==> config.mk <==
export PLATFORM = sky130hd
export DESIGN_NAME = ibex_irq_x_ctrl
export DESIGN_NICKNAME = d
export VERILOG_FILES = /design/src/rtl/ibex_irq_x_ctrl.sv
export SDC_FILE = /design/constraint.sdc
export NUM_CORES = 1
export LEC_CHECK = 0
export ABC_AREA = 1
export BUFFER_PORTS_ARGS = -buffer_cell sky130_fd_sc_hd__buf_2
export CAP_MARGIN = 40
export CORE_ASPECT_RATIO = 1.4
export CORE_MARGIN = 2
export CORE_UTILIZATION = 44
export CTS_CLUSTER_SIZE = 25
export DETAILED_ROUTE_END_ITERATION = 12
export HOLD_SLACK_MARGIN = 0.06
export PLACE_DENSITY = 0.77
export SLEW_MARGIN = 30
export SYNTH_ARGS = -nofsm -noshare
export SYNTH_HDL_FRONTEND = slang
export SYNTH_SLANG_ARGS = --single-unit
==> constraint.sdc <==
create_clock -name clk_i -period 1.1 [get_ports clk_i]
set_clock_uncertainty 0.15 [all_clocks]
set_input_delay 0.11 -clock clk_i [delete_from_list [all_inputs] [get_ports clk_i]]
set_output_delay 0.11 -clock clk_i [all_outputs]
set_load 0.005 [all_outputs]
==> src/rtl/ibex_irq_x_ctrl.sv <==
// ibex_irq_x_ctrl: per-source level/edge interrupt latch driving the core's irq_x_i vector.
// Optional macro IBEX_IRQ_X_SYNC_EN adds a 2-flop synchronizer on every src_i bit.
module ibex_irq_x_ctrl #(
    parameter int unsigned NumSrc   = 16,
    parameter logic [15:0] EdgeMask = 16'h0000
) (
    input  logic              clk_i,
    input  logic              rst_ni,
    input  logic [NumSrc-1:0] src_i,
    input  logic [NumSrc-1:0] enable_i,
    output logic [31:0]       irq_x_o,
    input  logic              irq_x_ack_i,
    input  logic [3:0]        irq_x_ack_id_i,
    output logic              ack_err_o,
    output logic              pending_o
);

    typedef enum logic [1:0] {
        ST_IDLE    = 2'b00,
        ST_PENDING = 2'b01,
        ST_SERVICE = 2'b10
    } irq_state_e;

    irq_state_e        state_q [NumSrc];
    logic [NumSrc-1:0] s_s;
    logic [NumSrc-1:0] s_prev_q;
    logic [NumSrc-1:0] rise_s;
    logic [NumSrc-1:0] is_pend_s;
    logic [NumSrc-1:0] ack_hit_s;
    logic              ack_err_q;

`ifdef IBEX_IRQ_X_SYNC_EN
    logic [NumSrc-1:0] sync_q1;
    logic [NumSrc-1:0] sync_q2;

    // Two-flop synchronizer so peripherals may drive src_i asynchronously.
    always_ff @(posedge clk_i or negedge rst_ni) begin
        if (!rst_ni) begin
            sync_q1 <= {NumSrc{1'b0}};
            sync_q2 <= {NumSrc{1'b0}};
        end else begin
            sync_q1 <= src_i;
            sync_q2 <= sync_q1;
        end
    end

    assign s_s = sync_q2;
`else
    assign s_s = src_i;
`endif

    // Previous conditioned level; resets low so a line high out of reset is an edge.
    always_ff @(posedge clk_i or negedge rst_ni) begin
        if (!rst_ni) begin
            s_prev_q <= {NumSrc{1'b0}};
        end else begin
            s_prev_q <= s_s;
        end
    end

    assign rise_s = s_s & ~s_prev_q;

    // Decode which source (if any) a valid acknowledge retires.
    always_comb begin
        is_pend_s = {NumSrc{1'b0}};
        ack_hit_s = {NumSrc{1'b0}};
        for (int i = 0; i < int'(NumSrc); i++) begin
            is_pend_s[i] = (state_q[i] == ST_PENDING);
            ack_hit_s[i] = irq_x_ack_i && (irq_x_ack_id_i == 4'(i)) && is_pend_s[i];
        end
    end

    // Per-source request FSMs plus the registered ack error flag.
    always_ff @(posedge clk_i or negedge rst_ni) begin
        if (!rst_ni) begin
            for (int i = 0; i < int'(NumSrc); i++) begin
                state_q[i] <= ST_IDLE;
            end
            ack_err_q <= 1'b0;
        end else begin
            // Out-of-range IDs never hit, so they fall into the error case too.
            ack_err_q <= irq_x_ack_i & ~(|ack_hit_s);
            for (int i = 0; i < int'(NumSrc); i++) begin
                case (state_q[i])
                    ST_IDLE: begin
                        if ((EdgeMask[i] ? rise_s[i] : s_s[i]) && enable_i[i]) begin
                            state_q[i] <= ST_PENDING;
                        end else begin
                            state_q[i] <= ST_IDLE;
                        end
                    end
                    ST_PENDING: begin
                        if (!ack_hit_s[i]) begin
                            state_q[i] <= ST_PENDING;
                        end else if (!EdgeMask[i]) begin
                            state_q[i] <= ST_SERVICE;
                        end else if (rise_s[i] && enable_i[i]) begin
                            // A fresh edge coincident with its ack keeps the request alive.
                            state_q[i] <= ST_PENDING;
                        end else begin
                            state_q[i] <= ST_IDLE;
                        end
                    end
                    ST_SERVICE: begin
                        if (!s_s[i]) begin
                            state_q[i] <= ST_IDLE;
                        end else begin
                            state_q[i] <= ST_SERVICE;
                        end
                    end
                    default: begin
                        state_q[i] <= ST_IDLE;
                    end
                endcase
            end
        end
    end

    // Present enabled pending sources; upper bits stay zero.
    always_comb begin
        irq_x_o = 32'h0000_0000;
        for (int i = 0; i < int'(NumSrc); i++) begin
            irq_x_o[i] = is_pend_s[i] & enable_i[i];
        end
    end

    assign pending_o = |irq_x_o;
    assign ack_err_o = ack_err_q;

endmodule

==> out/qor.yml, run 1 <==
yosys:
  synthAdderAreaFrac_pct: 0
  synthesis.area_sq_um: 1840
  synth_xor_area_share_pct: 0
  synth_top_family_by_area: "simple AND/OR/NAND/NOR gates"
  synth_cell_type_count: 16
  ys_seq_area_share_pct: 44.8
  synth-compound-area-share_pct: 10.4
  synth_mux_area_share_pct: 0
  synth.avg_cell_area_sq_um: 7.37
  synth-simple-area-share_pct: 29.7
  synthCells: 250
  synth-seq-cells: 33
  synth_warnings: 0
placed_design:
  gp_congestion: 0.818
  port-buffer-count: 56
  dpl.hpwl_mm: 4.33
floorplan:
  die-width_um: 58.7
  start_util_pct: 46.2
  die-height_um: 80.6
  rows: 27
  io_pins: 73
clock_tree:
  clockBufferDepth: 2
  htreeDepth: 2
  cts_root_buf: "clkbuf_8"
  cts-buffers-inserted: 5
  cts.sinks: 33
sta:
  worst_endpoint: "pending_o"
  worst_endpoint_kind: "output port"
global_route:
  grt_max_degree: 23
outcome:
  stop_error: "[ERROR DPL-0038] Utilization greater than 100%, impossible to legalize"
  stop_stage: "5_1_grt"
  status: "did not finish"
repair_timing:
item                       in CTS
setup endpoints to repair      24
pin swaps                      40
hold endpoints to repair       65
buffers inserted               41
gates resized for setup       104
hold buffers                   33
kinds of logic after synthesis:
group                  count (synthesis)
AO/OA/AOI/OAI                         30
buffers and inverters                 57
flip-flops                            33
other                                  1
AND/OR/NAND/NOR                      129
cell usage after synthesis:
cell type  number  area, sq um
nand4_1         4         25.0
nor3_2          1         10.0
nand3_1        27          135
a311oi_1        4         35.0
conb_1          1         3.75
a31o_2          1         8.76
buf_4          16          120
dfrtp_1        33          826
nor2_4          1         11.3
a21oi_1        16         80.1
a211oi_1        8         60.1
inv_1          41          154
a21boi_0        1         7.51
nand2_1        57          214
nor3_1          4         20.0
nor2_1         35          131
per-stage QoR:
step / area (sq um) / setup TNS [ps] / setup WS (ps) / cells / hold slack [ps]
4_1_cts: 3700 / -6050 / -516 / 500 / 50.0
3_5_place_dp: 2730 / -1330 / -234 / 428 / -124
3_3_place_gp: 2730 / -908 / -227 / 428 / -127
2_1_floorplan: 1900 / 0 / 32.0 / 265 / -336
==> inputs of run 2 (changes only) <==
--- a/config.mk
+++ b/config.mk
@@ -8,13 +8,10 @@
 export ABC_AREA = 1
 export BUFFER_PORTS_ARGS = -buffer_cell sky130_fd_sc_hd__buf_2
 export CAP_MARGIN = 40
-export CORE_ASPECT_RATIO = 1.4
 export CORE_MARGIN = 2
-export CORE_UTILIZATION = 44
-export CTS_CLUSTER_SIZE = 25
+export CORE_UTILIZATION = 29
 export DETAILED_ROUTE_END_ITERATION = 12
-export HOLD_SLACK_MARGIN = 0.06
-export PLACE_DENSITY = 0.77
+export PLACE_DENSITY_LB_ADDON = 0.15
 export SLEW_MARGIN = 30
 export SYNTH_ARGS = -nofsm -noshare
 export SYNTH_HDL_FRONTEND = slang
==> constraint.sdc (replaced) <==
create_clock -name clk_i -period 1.4 [get_ports clk_i]
set_clock_uncertainty 0.15 [all_clocks]
set_input_delay 0.14 -clock clk_i [delete_from_list [all_inputs] [get_ports clk_i]]
set_output_delay 0.14 -clock clk_i [all_outputs]
set_load 0.005 [all_outputs]
==> run 2 against run 1 <==
Net effect: the flow now finishes, with violations (negative setup slack); synthesized cell count unchanged; area after synthesis did not move.
==> out/qor.yml, run 2 <==
outcome:
  status: "finished, violations left"
  violations: "negative setup slack"
floorplan:
  die-height_um: 83.7
  io_pins: 73
  die-area_sq_um: 7000
  core_area_sq_um: 6240
  die-width_um: 83.7
  rows: 29
  start_util_pct: 29.5
setup_path:
  worstPathMaxFanout: 3
  arrival_ps: 1340
  path_class: "reg -> out"
  startpoint_type: "flop"
  crit_required_ps: 1110
  cp-end-kind: "output port"
placed_design:
  port-buffer-count: 56
  gp_congestion: 0.817
  dpl.hpwl_mm: 3.84
  dp.cells: 390
yosys:
  synthCells: 250
  ys_async_sr_fraction_pct: 100
  synth_edf_count: 0
  synth_warnings: 0
  synth-seq-cells: 33
  yosysTopAreaCell: "dfrtp_1"
  ys_seq_area_share_pct: 44.8
  synth_area_leaders: "dfrtp_1 45%, nand2_1 12%, inv_1 8.4%"
  yosysMostFrequentCell: "nand2_1"
  synth_cell_type_count: 16
  synth.avg_cell_area_sq_um: 7.37
  synthTopCellsByCount: "57 x nand2_1, 41 x inv_1, 35 x nor2_1"
  netlist.area_leader.share_pct: 44.8
  synthesis.area_sq_um: 1840
  ys.flop_type: "dfrtp_1"
clock_tree:
  htreeDepth: 2
  clkTransAtPathRegs_ps: 70
  cts-buffers-inserted: 5
  cts_root_buf: "clkbuf_8"
  clkLatencyLatePin_ps: 280
  cts.sinks: 33
  clockBufferDepth: 2
  cts_tree: "done"
cells_and_area:
  final_core_util_pct: 45.7
  layout.nets: 406
  mostFrequentLayoutCell: "buf_2"
  largest_reg_flops: 32
  drive_gt1_share_pct: 38.3
  num_antenna_cells: 0
  top_register: "state_q"
  layout_common_cells: "56 x buf_2, 45 x nand2_1, 34 x buf_4, 33 x dfrtp_1, 29 x inv_1"
  final_cells: 445
  synthToLayoutAreaGrowth_pct: 54.8
  fillers: 656
sta:
  hold_viol: 0
  max_freq_mhz: 613
  min_period_ps: 1630
  setup_viol: 4
  setup_slack_ps: -232
  fin_crit_sh_pct: 117
  rsz0062_at_grt: "true"
  hold_ws_ps: 20.1
  finalMaxSlewViolations: 0
power:
  power_density_nw_per_um2: 968
  leakage_uw: 0.00163
  max-vdd-ir-drop_v: 0.000462
global_route:
  globalRouteTotalUtil_pct: 14.8
  top_usage_layer: "met2"
  grt_pass1_wl_mm: 8.21
  grt_pass1_vias: 1806
  antenna_found_initial: 0
  met1_usage_pct: 19.6
  grt_use_met3_pct: 3.76
  use_met2_pct: 24.0
  globalRouteOverflowTotal: 0
  grt_max_degree: 22
job:
  cap_violations: 0
detailed_routing:
  routed_wl_mm: 5.20
  detail_route.iter0.violations: 136
  drc: 0
  wl_per_cell_um: 11.7
  viasPerCell: 4.41
  dr.pass1.iters: 4
  ant_nets: 0
  vias: 1962
hold_path:
  hold_path.class: "in -> reg"
[run 2: routing by layer]
metal / up-vias / wire [um]
met3: 2 / 240
met2: 42 / 2550
met4: 0 / 22
met5: - / 0
met1: 910 / 2390
li1: 1008 / -
[run 2: cell families (layout without fill, tap and decap cells)]
group | after synthesis | after routing | share of synthesized area (%)
buffers and inverters | 57 | 160 | 14.9
AOI/OAI and AO/OA | 30 | 30 | 10.4
other | 1 | 16 | 0.204
DFF | 33 | 33 | 44.8
and+or+nand+nor | 129 | 129 | 29.7
[run 2: what timing repair did]
item / 4_1_cts / 5_1_grt
resized for setup: 11 / 36
endpoints found under the hold margin: 49 / 0
endpoints found under the setup margin: 6 / 15
pin swaps: 7 / 26
setup buffers: 9 / 21
hold buffers: 17 / 0
[run 2: where the power goes]
| part | switching (uW) | internal (uW) |
|---|---|---|
| combinational | 353 | 375 |
| clock | 359 | 581 |
| sequential | 61.9 | 1030 |
| total | 774 | 1990 |
[run 2: worst paths after layout]
path                             start     endpoint  slack (ps)  cells past startpoint
max                        state_q[12]    pending_o        -230                      7
min                        enable_i[6]  state_q[18]          20                      3
max reg2reg                state_q[20]    ack_err_o         130                      8
min reg2reg                 state_q[3]   state_q[2]         280                      1
max in group asynchronous       rst_ni  state_q[31]         540                      3
min in group asynchronous       rst_ni  state_q[11]         130                      2
[run 2: final cells by class]
class | instances | area, sq um | area share, %
Sequential cell | 33 | 826 | 29.0
Clock buffer | 7 | 86.3 | 3.03
Tap cell | 77 | 96.3 | 3.38
Timing Repair Buffer | 111 | 759 | 26.6
Inverter | 41 | 154 | 5.40
Clock inverter | 1 | 30.0 | 1.05
Multi-Input combinational cell | 175 | 898 | 31.5
[run 2: critical path, cell delays in order (launching register included)]
cell and delay [ps]:
dfrtp_1 390, inv_1 90, nor2_2 40, nand2_1 90
nand4_1 130, nor2_1 130, nand2_1 70, buf_2 120
[run 2: metrics by stage]
step	setup TNS, ps	area [sq um]	worst slack, ps	total power [uW]
2_1_floorplan	0	1900	332	1370
3_3_place_gp	0	2230	13.4	1580
3_5_place_dp	0	2230	14.0	1580
4_1_cts	-356	2610	-291	2630
5_1_grt	-771	2850	-366	2940
6_report	-293	2850	-232	2760
Note: power is estimated with default switching activity, not from simulation.
==> inputs of run 3 (changes only) <==
--- a/config.mk
+++ b/config.mk
@@ -8,10 +8,10 @@
 export ABC_AREA = 1
 export BUFFER_PORTS_ARGS = -buffer_cell sky130_fd_sc_hd__buf_2
 export CAP_MARGIN = 40
-export CORE_MARGIN = 2
 export CORE_UTILIZATION = 29
 export DETAILED_ROUTE_END_ITERATION = 12
 export PLACE_DENSITY_LB_ADDON = 0.15
+export REMOVE_ABC_BUFFERS = 1
 export SLEW_MARGIN = 30
 export SYNTH_ARGS = -nofsm -noshare
 export SYNTH_HDL_FRONTEND = slang
==> run 3 against run 2 <==
Net effect: the flow still finishes with violations (negative setup slack); count of clock-buffer cells in the layout unchanged; critical endpoint unchanged; register-to-register slack got worse by 20 ps; largest cell class unchanged; design area fell by 2.5%.
==> out/qor.yml, run 3 (same netlist as run 2, synthesis figures left out) <==
outcome:
  status: "finished, violations left"
  violations: "negative setup slack"
global_route:
  grt_pass1_wl_mm: 7.77
  antenna_found_initial: 0
  globalRouteTotalUtil_pct: 15.7
  grt_max_degree: 34
  grt_pass1_vias: 1718
  globalRouteOverflowTotal: 0
setup_path:
  startpoint_type: "flop"
  slowest_stage: "dfrtp_1"
  crit_family: "simple AND/OR/NAND/NOR gates"
  crit_chain: "inv_2 -> nor2_4 -> nand2_2 -> nand4_1 -> nor2_2 -> nand2_1 -> buf_2"
  worstPathMaxFanout: 2
  worst-path-buf-inv: 2
  rrSetupSlack_ps: 110
  path_class: "reg -> out"
  rr_startpoint: "state_q[4]"
  cp_slowest_stage_delay_ps: 390
  ff2ff_path_depth: 8
  r2r_end: "ack_err_o"
  cp-end-kind: "output port"
  arrival_ps: 1370
  crit_required_ps: 1110
hold_path:
  hold_depth: 3
  whs_endpoint: "state_q[14]"
  hold_path.class: "in -> reg"
  min_from: "enable_i[8]"
detailed_routing:
  wl_per_cell_um: 11.7
  vias: 1916
  detail_route.iter0.violations: 72
  ant_nets: 0
  routed_wl_mm: 5.09
  drc: 0
  dr.pass1.iters: 4
  viasPerCell: 4.39
sta:
  min_period_ps: 1660
  setup_tns_ps: -388
  setup_viol: 4
  max_freq_mhz: 603
  rsz0062_at_grt: "true"
  hold_viol: 0
  fin_crit_sh_pct: 119
  setup_slack_ps: -259
  finalMaxSlewViolations: 0
placed_design:
  dpl.hpwl_mm: 3.76
  port-buffer-count: 56
  dp.cells: 386
  post_dp_cell_area_sq_um: 2210
  gp_congestion: 0.788
job:
  cap_violations: 0
clock_tree:
  clkLatencyLatePin_ps: 280
  htreeDepth: 2
  clockBufferDepth: 2
  cts.sinks: 33
  cts-buffers-inserted: 5
  clkTransAtPathRegs_ps: 70
  cts_root_buf: "clkbuf_8"
  cts_tree: "done"
cells_and_area:
  drive_gt1_share_pct: 35.2
  fillers: 616
  synthToLayoutAreaGrowth_pct: 51.0
  final_cells: 436
  mostFrequentLayoutCell: "nand2_1"
  layout_common_cells: "54 x nand2_1, 53 x buf_2, 33 x dfrtp_1, 28 x inv_1, 27 x buf_4"
  stdcell_area_sq_um: 2780
  largest_reg_flops: 32
  layout.nets: 399
  top_register: "state_q"
  num_antenna_cells: 0
floorplan:
  die-area_sq_um: 6670
  rows: 28
  core_area_sq_um: 6030
  io_pins: 73
  die-width_um: 81.7
  start_util_pct: 30.6
  die-height_um: 81.7
power:
  max-vdd-ir-drop_v: 0.000508
  leakage_uw: 0.00160
  power_density_nw_per_um2: 977
==> run 3: cell types whose count changed in the layout (fill, tap and decap cells not counted), moves of 3 or more <==
| cell | change |
|---|---|
| buf_4 | -7 |
| nand2_2 | -8 |
| nor2_2 | +3 |
| nand2_1 | +9 |
| buf_2 | -3 |
| nor2_4 | -3 |
==> run 3: area by class of cell <==
class | count | area (sq um) | area share (%)
Multi-Input combinational cell | 175 | 866 | 31.1
Sequential cell | 33 | 826 | 29.7
Timing Repair Buffer | 104 | 724 | 26.1
Inverter | 41 | 154 | 5.54
Tap cell | 75 | 93.8 | 3.38
Clock buffer | 7 | 86.3 | 3.11
Clock inverter | 1 | 30.0 | 1.08
==> run 3: report_power, final <==
group	leakage, uW	internal (uW)	total (uW)	switching [uW]
combinational	0.00114	350	685	335
sequential	0.000393	1030	1100	66.9
clock	0.0000585	580	934	354
total	0.00160	1960	2720	756
==> run 3: worst reg2reg max path, cell delays in order, from the launching register on <==
cell	delay [ps]
dfrtp_1	360
inv_2	40
buf_4	130
nor2_1	130
nand3_1	120
nand2_1	90
nor2_1	40
nand2_1	70
nor2_1	50
==> run 3: per-layer routing <==
| metal | share of wire [%] | global-route usage (%) | up-vias |
|---|---|---|---|
| li1 | - | - | 999 |
| met1 | 47 | 20.1 | 864 |
| met2 | 47 | 26.3 | 48 |
| met3 | 4.7 | 3.44 | 5 |
| met4 | 0.73 | 5.26 | 0 |
| met5 | 0 | 0 | - |
==> run 3: per-stage QoR <==
stage / total power [uW] / util [%] / hold WS, ps / setup WS (ps)
after floorplan: 1340 / - / -306 / 332
after global placement: 1570 / 36.7 / -31.0 / 1.07
after detailed placement: 1570 / 36.7 / -34.9 / 5.52
after CTS: 2600 / 42.7 / 6.21 / -281
after global routing: 2880 / 46.1 / 26.3 / -336
final: 2720 / 46.1 / 12.9 / -259
==> run 3: repair_timing <==
item                                    4_1_cts  5_1_grt
pin swaps                                     8       20
setup buffers                                 7       18
endpoints found under the setup margin        4       16
endpoints found under the hold margin        51        0
hold buffers                                 18        0
gates resized for setup                      10       30
==> run 3: how the worst max path moves through the flow <==
stage	from	end	slack, ps	cells after the start
finish	state_q[28]	pending_o	-260	7
global route	state_q[28]	pending_o	-340	7
CTS	state_q[28]	pending_o	-280	7
floorplan	state_q[10]	ack_err_o	330	5
global placement	state_q[28]	pending_o	1	7
detailed placement	state_q[28]	pending_o	6	7
==> inputs of run 4 (changes only) <==
--- a/config.mk
+++ b/config.mk
@@ -8,7 +8,8 @@
 export ABC_AREA = 1
 export BUFFER_PORTS_ARGS = -buffer_cell sky130_fd_sc_hd__buf_2
 export CAP_MARGIN = 40
-export CORE_UTILIZATION = 29
+export CORE_UTILIZATION = 48
+export CTS_CLUSTER_DIAMETER = 150
 export DETAILED_ROUTE_END_ITERATION = 12
 export PLACE_DENSITY_LB_ADDON = 0.15
 export REMOVE_ABC_BUFFERS = 1
==> run 4 against run 3 <==
Net effect: highest routed layer unchanged; largest cell class unchanged; combinational power down 15%; clock power shrank 25%; sequential cell count did not move; first-iteration DRC count increased by 9.7%; count of clock-buffer cells in the layout unchanged; the run still ends with negative setup slack left; register-to-register slack better by 30 ps; worst setup slack got worse by 25 ps; non-clock buffer count shrank 20.
==> out/qor.yml, run 4 (same netlist as run 2, synthesis figures left out) <==
sta:
  setup_slack_ps: -284
  finalMaxSlewViolations: 0
  min_period_ps: 1680
  hold_viol: 0
  max_freq_mhz: 594
  fin_crit_sh_pct: 120
  rsz0062_at_grt: "true"
  hold_ws_ps: 22.4
  setup_viol: 2
  setup_tns_ps: -335
outcome:
  violations: "negative setup slack"
  status: "finished, violations left"
global_route:
  grt_max_degree: 34
  globalRouteOverflowTotal: 0
  grt_pass1_wl_mm: 7.04
  grt_pass1_vias: 1682
  antenna_found_initial: 0
  globalRouteTotalUtil_pct: 22.5
floorplan:
  die-width_um: 63.9
  io_pins: 73
  start_util_pct: 50.3
  die-area_sq_um: 4090
  die-height_um: 63.9
  rows: 22
  core_area_sq_um: 3660
setup_path:
  worstPathMaxFanout: 3
  crit_chain: "inv_2 -> nor2_4 -> nand2_2 -> nand4_1 -> nor2_1 -> nand2_1 -> buf_2"
  r2r_end: "ack_err_o"
  rrSetupSlack_ps: 140
  rr_startpoint: "state_q[8]"
  slowest_stage: "dfrtp_1"
  cp_slowest_stage_delay_ps: 410
  ff2ff_path_depth: 7
  crit_family: "simple AND/OR/NAND/NOR gates"
  path_class: "reg -> out"
  worst-path-buf-inv: 2
  cp-end-kind: "output port"
  startpoint_type: "flop"
  crit_required_ps: 1110
  arrival_ps: 1390
cells_and_area:
  mostFrequentLayoutCell: "buf_2"
  synthToLayoutAreaGrowth_pct: 37.7
  drive_gt1_share_pct: 30.3
  largest_reg_flops: 32
  top_register: "state_q"
  fillers: 317
  multi_input_area_sq_um: 861
  seqCellArea_sq_um: 826
  final_core_util_pct: 69.3
  num_antenna_cells: 0
  layout_common_cells: "56 x buf_2, 51 x nand2_1, 33 x dfrtp_1, 31 x inv_1, 27 x nand3_1"
  layout.nets: 379
  stdcell_area_sq_um: 2540
detailed_routing:
  viasPerCell: 4.84
  ant_nets: 0
  routed_wl_mm: 4.53
  dr.pass1.iters: 4
  vias: 1879
  wl_per_cell_um: 11.7
  drc: 0
  detail_route.iter0.violations: 79
power:
  power.switching_uw: 688
  power_density_nw_per_um2: 939
  p_int_uw: 1690
  max-vdd-ir-drop_v: 0.000645
  switching_share_pct: 28.9
  clockPowerShare_pct: 29.3
  power_frac_seq_pct: 46.4
  power.share.combinational_pct: 24.3
  leakage_uw: 0.00148
placed_design:
  place_worst_setup_slack_ps: 46.5
  gp_congestion: 0.800
  port-buffer-count: 56
  dpl.hpwl_mm: 3.26
  post_dp_cell_area_sq_um: 2150
hold_path:
  min_from: "enable_i[13]"
  whs_endpoint: "state_q[4]"
  hold_path.class: "in -> reg"
  hold_depth: 3
clock_tree:
  cts_root_buf: "clkbuf_8"
  cts_tree: "done"
  clockBufferDepth: 2
  cts.sinks: 33
  cts-buffers-inserted: 5
  htreeDepth: 2
  clkTransAtPathRegs_ps: 60
  clkLatencyLatePin_ps: 280
job:
  cap_violations: 0
==> run 4: how the worst max path moves through the flow <==
stage                      start        end  slack [ps]  cells past startpoint
6_report             state_q[30]  pending_o        -280                      7
5_1_grt              state_q[24]  pending_o        -380                      7
4_1_cts              state_q[28]  pending_o        -250                      7
3_5_place_dp   irq_x_ack_id_i[0]  ack_err_o          50                      9
3_3_place_gp   irq_x_ack_id_i[3]  ack_err_o          60                     10
2_1_floorplan        state_q[10]  ack_err_o         330                      5
==> run 4: cell type report <==
cell class              instances  area share, %
multi-input cells             175           33.9
clock buffers                   7           3.40
well taps                      48           2.37
repair buffers                 84           21.7
flip-flops and latches         33           32.6
inverters                      41           6.07
==> run 4: timing repair <==
action | CTS | global route
endpoints found under the setup margin | 1 | 12
setup buffers | 0 | 9
hold buffers | 17 | 0
hold endpoints to repair | 49 | 0
pin swaps | 0 | 14
gates resized for setup | 0 | 32
==> run 4: through the flow <==
step           total power, uW  std cells
3_5_place_dp              1550        355
6_report                  2380        388
4_1_cts                   2290        379
5_1_grt                   2500        388
2_1_floorplan             1340        249
3_3_place_gp              1550        355
==> run 4: power by group through the flow <==
stage | Sequential (uW) | Clock [uW] | Combinational, uW
global route | 1110 | 741 | 652
finish | 1100 | 698 | 579
floorplan | 1090 | 0 | 244
global placement | 1110 | 0 | 438
CTS | 1090 | 718 | 480
detailed placement | 1110 | 0 | 443
==> run 4: worst reg2reg max path, delay by kind of cell (launching register included) <==
family	cells	cell delay, ps
DFF	1	410
and+or+nand+nor	7	590
==> run 4: routing by layer <==
metal	vias up	wire (um)	part of all wire [%]	GRT usage (%)
met3	7	191	4.2	3.21
met5	-	0	0	0
li1	954	-	-	-
met4	0	72	1.6	7.67
met1	858	2110	47	29.3
met2	60	2160	48	38.3
